### src/rtl/jzjpcc_endianness_functions.sv
// Byte-order helpers between register (little-endian) order and SRAM order,
// where byte offset 0 lives in the most significant lane.
package jzjpcc_endianness_functions;

  function automatic logic [31:0] swap_bytes32(input logic [31:0] w);
    swap_bytes32 = {w[7:0], w[15:8], w[23:16], w[31:24]};
  endfunction

  function automatic logic [3:0] swap_mask4(input logic [3:0] m);
    swap_mask4 = {m[0], m[1], m[2], m[3]};
  endfunction

endpackage

### src/rtl/jzjpcc_memory_stage_types.sv
// Shared types for the memory-stage port: RV32I width codes, FSM states and
// the access-size helper.
package jzjpcc_memory_stage_types;

  typedef enum logic [2:0] {
    F3_B  = 3'b000,
    F3_H  = 3'b001,
    F3_W  = 3'b010,
    F3_BU = 3'b100,
    F3_HU = 3'b101
  } funct3_t;

  typedef enum logic {
    IDLE  = 1'b0,
    SPLIT = 1'b1
  } state_t;

  function automatic logic [2:0] access_size(input logic [2:0] f3);
    case (f3)
      F3_B, F3_BU: access_size = 3'd1;
      F3_H, F3_HU: access_size = 3'd2;
      default:     access_size = 3'd4;
    endcase
  endfunction

endpackage

### src/rtl/jzjpcc_lane_aligner.sv
// Combinational lane steering: store shift/mask for both halves of a split
// access, and load byte gather with sign/zero extension.
module jzjpcc_lane_aligner
  import jzjpcc_memory_stage_types::*;
  import jzjpcc_endianness_functions::*;
(
  input  logic [1:0]  st_offset,
  input  logic [2:0]  st_funct3,
  input  logic [31:0] write_data,
  output logic [31:0] st_first_word,
  output logic [31:0] st_second_word,
  output logic [3:0]  st_first_mask,
  output logic [3:0]  st_second_mask,
  input  logic [1:0]  ld_offset,
  input  logic [2:0]  ld_funct3,
  input  logic [31:0] ld_first_word,
  input  logic [31:0] ld_second_word,
  output logic [31:0] ld_result
);

  logic [3:0]  st_size_mask;
  logic [63:0] st_wide;
  logic [7:0]  st_mask_wide;
  logic [63:0] ld_wide;
  logic [31:0] ld_shifted;

  function automatic logic [31:0] extend_load(input logic [31:0] d, input logic [2:0] f3);
    case (f3)
      F3_B:    extend_load = {{24{d[7]}}, d[7:0]};
      F3_H:    extend_load = {{16{d[15]}}, d[15:0]};
      F3_BU:   extend_load = {24'd0, d[7:0]};
      F3_HU:   extend_load = {16'd0, d[15:0]};
      default: extend_load = d;
    endcase
  endfunction

  // Work in little-endian order across a two-word window, then convert lanes.
  always_comb begin
    case (st_funct3)
      F3_B, F3_BU: st_size_mask = 4'b0001;
      F3_H, F3_HU: st_size_mask = 4'b0011;
      default:     st_size_mask = 4'b1111;
    endcase
    st_wide        = {32'd0, write_data} << {st_offset, 3'b000};
    st_mask_wide   = {4'd0, st_size_mask} << st_offset;
    st_first_word  = swap_bytes32(st_wide[31:0]);
    st_second_word = swap_bytes32(st_wide[63:32]);
    st_first_mask  = swap_mask4(st_mask_wide[3:0]);
    st_second_mask = swap_mask4(st_mask_wide[7:4]);

    ld_wide    = {swap_bytes32(ld_second_word), swap_bytes32(ld_first_word)} >> {ld_offset, 3'b000};
    ld_shifted = ld_wide[31:0];
    ld_result  = extend_load(ld_shifted, ld_funct3);
  end

endmodule

### src/rtl/jzjpcc_memory_stage_port.sv
// Memory-stage load/store unit driving SRAM port B; splits word-crossing
// accesses into two cycles and returns extended load data one cycle later.
module jzjpcc_memory_stage_port
  import jzjpcc_memory_stage_types::*;
#(
  parameter int RAM_A_WIDTH = 12
) (
  input  logic                   clock,
  input  logic                   reset,
  input  logic                   request_valid,
  input  logic                   request_write,
  input  logic [2:0]             funct3,
  input  logic [31:0]            address,
  input  logic [31:0]            write_data,
  output logic                   stall,
  output logic                   load_valid,
  output logic [31:0]            load_data,
  output logic                   illegal,
  output logic [RAM_A_WIDTH-1:0] sram_addressB,
  output logic                   sram_writeEnableB,
  output logic [3:0]             sram_byteWriteMaskB,
  output logic [31:0]            sram_writeB,
  input  logic [31:0]            sram_readB
);

  state_t                 state;
  logic [1:0]             offset_p0;
  logic [RAM_A_WIDTH-1:0] word_p0;
  logic [2:0]             size_p0;
  logic                   crossing_p0;
  logic                   active_p0;
  logic                   in_split;
  logic                   ld_issue_p0;
  logic [31:0]            st_first_word, st_second_word;
  logic [3:0]             st_first_mask, st_second_mask;
  logic [31:0]            ld_result;
  logic                   unused_addr_bits;

  logic                   vld_p1;
  logic [2:0]             ld_funct3_p1;
  logic [1:0]             ld_offset_p1;
  logic                   ld_cross_p1;
  logic [31:0]            first_bytes_p1;

  // Request decode (p0)
  assign offset_p0        = address[1:0];
  assign word_p0          = address[RAM_A_WIDTH+1:2];
  assign unused_addr_bits = ^address[31:RAM_A_WIDTH+2];
  assign size_p0          = access_size(funct3);
  assign crossing_p0      = ({1'b0, offset_p0} + size_p0) > 3'd4;
  assign illegal          = request_valid &&
                            (request_write ? !(funct3 inside {3'b000, 3'b001, 3'b010})
                                           :  (funct3 inside {3'b011, 3'b110, 3'b111}));
  assign active_p0        = request_valid && !illegal;
  assign in_split         = (state == SPLIT);
  assign stall            = !in_split && active_p0 && crossing_p0;
  assign ld_issue_p0      = active_p0 && !request_write && (in_split || !crossing_p0);

  assign sram_addressB       = in_split ? word_p0 + RAM_A_WIDTH'(1) : word_p0;
  assign sram_writeEnableB   = active_p0 && request_write;
  assign sram_byteWriteMaskB = sram_writeEnableB ? (in_split ? st_second_mask : st_first_mask) : 4'd0;
  assign sram_writeB         = in_split ? st_second_word : st_first_word;

  jzjpcc_lane_aligner u_lane_aligner (
    .st_offset      (offset_p0),
    .st_funct3      (funct3),
    .write_data     (write_data),
    .st_first_word  (st_first_word),
    .st_second_word (st_second_word),
    .st_first_mask  (st_first_mask),
    .st_second_mask (st_second_mask),
    .ld_offset      (ld_offset_p1),
    .ld_funct3      (ld_funct3_p1),
    .ld_first_word  (ld_cross_p1 ? first_bytes_p1 : sram_readB),
    .ld_second_word (sram_readB),
    .ld_result      (ld_result)
  );

  // FSM and load-return pipeline (p1)
  always_ff @(posedge clock or negedge reset) begin
    if (!reset) begin
      state          <= IDLE;
      vld_p1         <= 1'b0;
      ld_funct3_p1   <= 3'd0;
      ld_offset_p1   <= 2'd0;
      ld_cross_p1    <= 1'b0;
      first_bytes_p1 <= 32'd0;
    end else begin
      case (state)
        IDLE:    state <= stall ? SPLIT : IDLE;
        default: state <= IDLE;
      endcase
      vld_p1 <= ld_issue_p0;
      if (ld_issue_p0) begin
        ld_funct3_p1 <= funct3;
        ld_offset_p1 <= offset_p0;
        ld_cross_p1  <= in_split;
      end
      if (in_split && !request_write)
        first_bytes_p1 <= sram_readB;
    end
  end

  assign load_valid = vld_p1;
  assign load_data  = vld_p1 ? ld_result : 32'd0;

endmodule

### config.mk
export PLATFORM = sky130hd
export DESIGN_NAME = jzjpcc_memory_stage_port
export DESIGN_NICKNAME = d
export VERILOG_FILES = /design/src/rtl/jzjpcc_endianness_functions.sv /design/src/rtl/jzjpcc_memory_stage_types.sv /design/src/rtl/jzjpcc_lane_aligner.sv /design/src/rtl/jzjpcc_memory_stage_port.sv
export SDC_FILE = /design/constraint.sdc
export NUM_CORES = 1
export LEC_CHECK = 0
export ABC_AREA = 1
export CORE_MARGIN = 3
export CORE_UTILIZATION = 47
export DETAILED_ROUTE_END_ITERATION = 10
export PLACE_DENSITY = 0.83
export SETUP_SLACK_MARGIN = 0.02
export SYNTH_ARGS = -nofsm -noshare
export SYNTH_HDL_FRONTEND = slang
export SYNTH_HIERARCHICAL = 1
export SYNTH_SLANG_ARGS = --single-unit
### constraint.sdc
create_clock -name clock -period 3.3 [get_ports clock]
set_clock_uncertainty 0.05 [all_clocks]
set_input_delay 0.825 -clock clock [delete_from_list [all_inputs] [get_ports clock]]
set_output_delay 0.825 -clock clock [all_outputs]
set_load 0.005 [all_outputs]
==> After elaboration in Yosys (flattened, before gate mapping) <==
Cells that the tools add are included.
{ "op_classes": {"reduce_logical": 20, "multipliers": 0, "magnitude_cmp": 1, "n_div": 0, "bitwise": 0, "add_sub_neg": 2, "muxes": 12, "shifts": 3, "eq_ne": 10} }
{ "ops": {"columns": ["op", "count"], "rows": [
  ["32-bit one-hot mux with 4 select lines", 1],
  ["32-bit two-way mux", 3],
  ["32-bit by 5-bit << shifter with 64-bit output", 1],
  ["64-bit by 5-bit >> shifter with 32-bit output", 1],
  ["3-bit == test, second input constant", 6],
  ["12-bit by 1-bit adder with 12-bit output, second input constant", 1],
  ["12-bit two-way mux", 1],
  ["1-bit logical AND", 8],
  ["4-bit two-way mux", 2],
  ["4-bit one-hot mux with 2 select lines", 1],
  ["4-bit by 2-bit << shifter with 8-bit output", 1],
  ["3-bit by 1-bit == test with 1-bit output, second input constant", 2],
  ["3-bit by 2-bit == test with 1-bit output, second input constant", 2],
  ["3-bit logical NOT", 2],
  ["3-bit one-hot mux with 2 select lines", 1],
  ["3-bit nonzero test", 2],
  ["1-bit logical NOT", 5],
  ["2-bit OR reduction", 2],
  ["2-bit by 3-bit adder with 3-bit output", 1],
  ["3-bit greater-than comparator, second input constant", 1],
  ["1-bit two-way mux", 3],
  ["1-bit logical OR", 1]
]} }
{ "word_totals": {"ff_bits": 40, "inputBits": 103, "wordCells": 54, "output_inout_bits": 84, "memories": 0, "ramBits": 0, "latchBits": 0, "rom_bits": 0} }

==> Logic depth before layout (Yosys ltp) <==
{ "depth": {"ltp_word": 11, "ltp_mapped": 11, "depth_no_buf": 10} }

==> By module <==
The synthesis kept the hierarchy.
{ "by_module_without_submodules": {"columns": ["mod", "area_each_um2", "cells_per_inst", "seq_area_each_um2", "instances"], "rows": [
  ["jzjpcc_memory_stage_port", 3089.2, 506, 1001.0, 1],
  ["jzjpcc_lane_aligner", 2159.6, 420, 0.0, 1]
]} }

==> Worst setup path after synthesis <==
Ideal clock, no wire load.
{ "synth_timing": {"path_type": "input port to output port", "from": "in funct3[0]", "to": "out stall", "required_ns": 2.425, "setup_slack_ns": 0.457, "t_arrival_ns": 1.968, "path_stages": 7, "path_cell_list": "nor2_1 > ha_1 > inv_1 > fa_1 > a21oi_1 > nand2_1 > nor2_1"} }
{ "synth_between": {"elab_chain_cells": 9, "word_cells_on_any_way": 22} }
{ "synth_rtl": {"columns": ["element", "line", "rtl"], "rows": [
  ["from (decl)", "jzjpcc_memory_stage_port.sv:12", "input logic [2:0] funct3,"],
  ["branches (longest 8 deep; another with 2-bit by 3-bit adder with 3-bit output)", null, null],
  ["1-bit logical AND (*)", "jzjpcc_memory_stage_port.sv:56", "assign stall = !in_split && active_p0 && crossing_p0;"],
  ["to (decl)", "jzjpcc_memory_stage_port.sv:15", "output logic stall,"]
]} }
Every way passes the cells marked *.

==> Final worst setup path <==
{ "layout_timing": {"from": "in sram_readB[7]", "to": "out load_data[25]"} }
{ "layout_between": {"elab_chain_cells": 4} }
{ "layout_rtl": {"columns": ["element", "line", "rtl"], "rows": [
  ["from (decl)", "jzjpcc_memory_stage_port.sv:23", "input logic [31:0] sram_readB"],
  ["32-bit two-way mux", "jzjpcc_memory_stage_port.sv:74", ".ld_first_word (ld_cross_p1 ? first_bytes_p1 : sram_readB),"],
  ["64-bit by 5-bit >> shifter with 32-bit output (*)", "jzjpcc_lane_aligner.sv:51", "ld_wide = {swap_bytes32(ld_second_word), swap_bytes32(ld_first_word)} >> {ld_offset, 3'b000};"],
  ["32-bit one-hot mux with 4 select lines (*)", "jzjpcc_lane_aligner.sv:28", "case (f3)"],
  ["named net ld_result[25]", "jzjpcc_memory_stage_port.sv:36", "logic [31:0] ld_result;"],
  ["32-bit two-way mux (*)", "jzjpcc_memory_stage_port.sv:105", "assign load_data = vld_p1 ? ld_result : 32'd0;"],
  ["to (decl)", "jzjpcc_memory_stage_port.sv:17", "output logic [31:0] load_data,"]
]} }
The timed path passes the listed nets; every way through them passes the cells marked *.

==> results by group <==
Outcome
  • Status: finished clean

Global route
  • Vias in the first global route: 6,413
  • Initial antenna violation count: 0
  • GRT Util Overall: 28.6%
  • First-pass GRT wire length: 30.1 mm
  • Overflow after GRT: 0
  • Largest net degree at the start of global routing: 65

Timing
  • Slew Limit Fails: 0
  • RSZ-0062 raised after global routing: false
  • Fin crit period: roughly 3200 ps
  • Final setup fails: 0
  • Slew HR: 35.5%
  • Final Hold Fails: 0
  • Actual slew at the worst max-slew pin: 967 ps
  • Period Utilization, post-route: 97.5%
  • Max Fclk: 311 MHz

Final layout
  • Nets@finish: 1,245
  • Post-route cell area: 0.00776 mm²
  • Cell Count, Final, Fillers Out: 1,276
  • Layout Area Growth over Synthesis: 47.9%
  • Layout cell share with drive strength beyond 1: a little under a fifth
  • Fill count: 841
  • Ant diodes: 0

Clocking
  • Reg clk slew, reported paths: 80 ps
  • Clk_lat worst skew: a little under 300 ps
  • Htree depth: 2
  • CTS Root Cell: clkbuf_8
  • Clock Tree Buf Depth: 2
  • TritonCTS buffer count: 5
  • Clock sinks: 40
  • TritonCTS clock tree: done

Synthesis
  • Syn. warnings: 6
  • Gate Count Post-Synth: 926
  • Biggest area consumer among synthesized cells: nand2_1
  • #FFs+latches synth: 40
  • Top cells by count, synth: nand2_1 (368), inv_1 (107), o21ai_0 (93)
  • Post-synth EDFFs: 0
  • Cell Area, Synth: 0.00525 mm²
  • Synth cell types: 38
  • Mean Syn Cell Area: 5.67 µm²
  • Synth top area share: 26.3%
  • Ys async rst share: 100%
  • Ys flop type: dfrtp_1
  • Most common cell in the synthesized netlist: nand2_1
  • Seq/Total Area, Yosys: 19.1%
  • Main area contributors after synthesis: nand2_1 (26%), dfrtp_1 (19%), o21ai_0 (8.9%), nand3_1 (8.3%), inv_1 (7.7%)

Power and ir drop
  • P_leak: about 4.5 nW
  • Pwr per Cell Area: 403 mW/mm²
  • Max IR drop VDD: 0.000268 V
  • Power, Total: 3.13 mW

Placement
  • Routability cong.: 0.890
  • Post-DP HPWL: around 12 mm
  • Placed Area: roughly 0.0073 mm²
  • Placed Instances: 1,238
  • Number of port buffers: 168

Routing
  • Pre-Repair DR Iteration Count: 8
  • Routed vias: just under 7,000
  • Vias per cell: 5.30
  • Initial DRC count: 680
  • Drt total wl: ~19 mm
  • DRC: 0
  • DRT antenna net count: 0
  • Routed WL per cell: 14.6 µm

Hold path
  • Worst hold path class: reg -> reg
  • Hold Path Origin: first_bytes_p1[19]$_DFFE_PN0P_
  • Hold Path Cell Cnt: 2

Setup path
  • Crit end category: output pin
  • Worst EP arrival: 2340 ps
  • Largest fanout on the critical path: 3
  • Worst Setup SP: sram_readB[7]
  • Crit Path Category: in -> out
  • Startpoint types: input port
  • Worst flop-to-flop path startpoint: in_split$_DFF_PN0_
  • R2R cell count: 6
  • Worst EP required: 2420 ps

Die
  • Die width: 112 µm
  • Initial Util: 49.5%
  • # IOs: 187
  • CORE AREA: 0.0106 mm²
  • DIE HEIGHT: 112 µm
  • Row cnt: 37
  • Die area: between 0.01 and 0.015 mm²

Job
  • Max Cap Viol: 0
cells in the final DEF (no fill, tap or decap), drive strengths merged, types with 26 or more instances in the layout:
cell	n
inv	113
nand3	105
clkbuf	26
dlygate4sd2	48
dfrtp	40
nor2	39
clkdlybuf4s50	82
buf	101
o21ai	104
nand2	385
cell families (layout without fill, tap and decap cells):
| family | Yosys count | count (layout) | synth area share (%) |
|---|---|---|---|
| simple gates | 552 | 552 | 47.0 |
| buf+inv | 183 | 389 | 16.9 |
| compound gates | 139 | 139 | 14.7 |
| flops | 40 | 40 | 19.1 |
| xor+xnor | 8 | 8 | 1.33 |
| fa+ha+maj | 3 | 3 | 0.858 |
| other cells | 1 | 9 | 0.0714 |
through the flow:
| stage | util (%) | hold slack, ps | TNS [ps] | setup slack, ps |
|---|---|---|---|---|
| 2_1_floorplan | - | 403 | 0 | 457 |
| 3_3_place_gp | 68.7 | 417 | -22530 | -453 |
| 3_5_place_dp | 68.7 | 426 | -24460 | -507 |
| 4_1_cts | 73.1 | 446 | -73.9 | -73.9 |
| 5_1_grt | 73.2 | 472 | 0 | 4.79 |
| 6_report | 73.2 | 443 | 0 | 82.3 |
final timing paths:
| kind | endpoint | slack, ps |
|---|---|---|
| worst max-delay path | load_data[25] | 80 |
| worst min-delay path | first_bytes_p1[19]$_DFFE_PN0P_ | 440 |
| worst max register to register | ld_offset_p1[1]$_DFFE_PN0P_ | 1660 |
| worst min register to register | first_bytes_p1[19]$_DFFE_PN0P_ | 440 |
| max in group asynchronous | ld_offset_p1[0]$_DFFE_PN0P_ | 1970 |
| min in group asynchronous | first_bytes_p1[6]$_DFFE_PN0P_ | 620 |
layout make-up:
class	instances	area [µm²]	area share (%)
timing repair buffer	267	2560	33.0
inverter	114	433	5.58
tap	136	170	2.19
clock inverter	3	42.5	0.548
sequential	40	1000	12.9
clock buffer	5	68.8	0.887
multi-input combinational	711	3490	44.9
routing by layer:
layer	track usage, %	part of all wire (%)
met1	33.8	39
met2	50.0	49
met3	6.74	9.3
met4	11.3	3.4
met5	0	0
critical path: stages:
cell           delay [ps]
dlygate4sd2_1         210
inv_1                  50
o21ai_1               110
buf_4                 150
nand2_4                60
nand3_4               120
nand3_4               160
buf_16                190
buf_4                 150
nand3_2                80
nand2_2                70
inv_1                  70
clkbuf_2              100
registers in the layout, summed over array words and instances, names as in the netlist:
| register | cells |
|---|---|
| first_bytes_p1 | 32 |
| ld_funct3_p1 | 3 |
| ld_offset_p1 | 2 |
| in_split | 1 |
| ld_cross_p1 | 1 |
| load_valid | 1 |
repair_timing:
action | CTS | global route
cloned | 7 | 0
pin swaps | 22 | 10
resized for setup | 142 | 71
buffers inserted | 23 | 1
hold buffers | 0 | 0
endpoints found under the setup margin | 79 | 39
where the power goes:
part	switching [mW]	internal (mW)	leakage, nW	total (mW)
logic	1.09	0.890	3.89	1.98
registers	0.100	0.633	0.506	0.733
clock network	0.189	0.224	0.0541	0.413
total	1.38	1.75	4.45	3.13
Note: power is estimated with default switching activity, not from simulation.
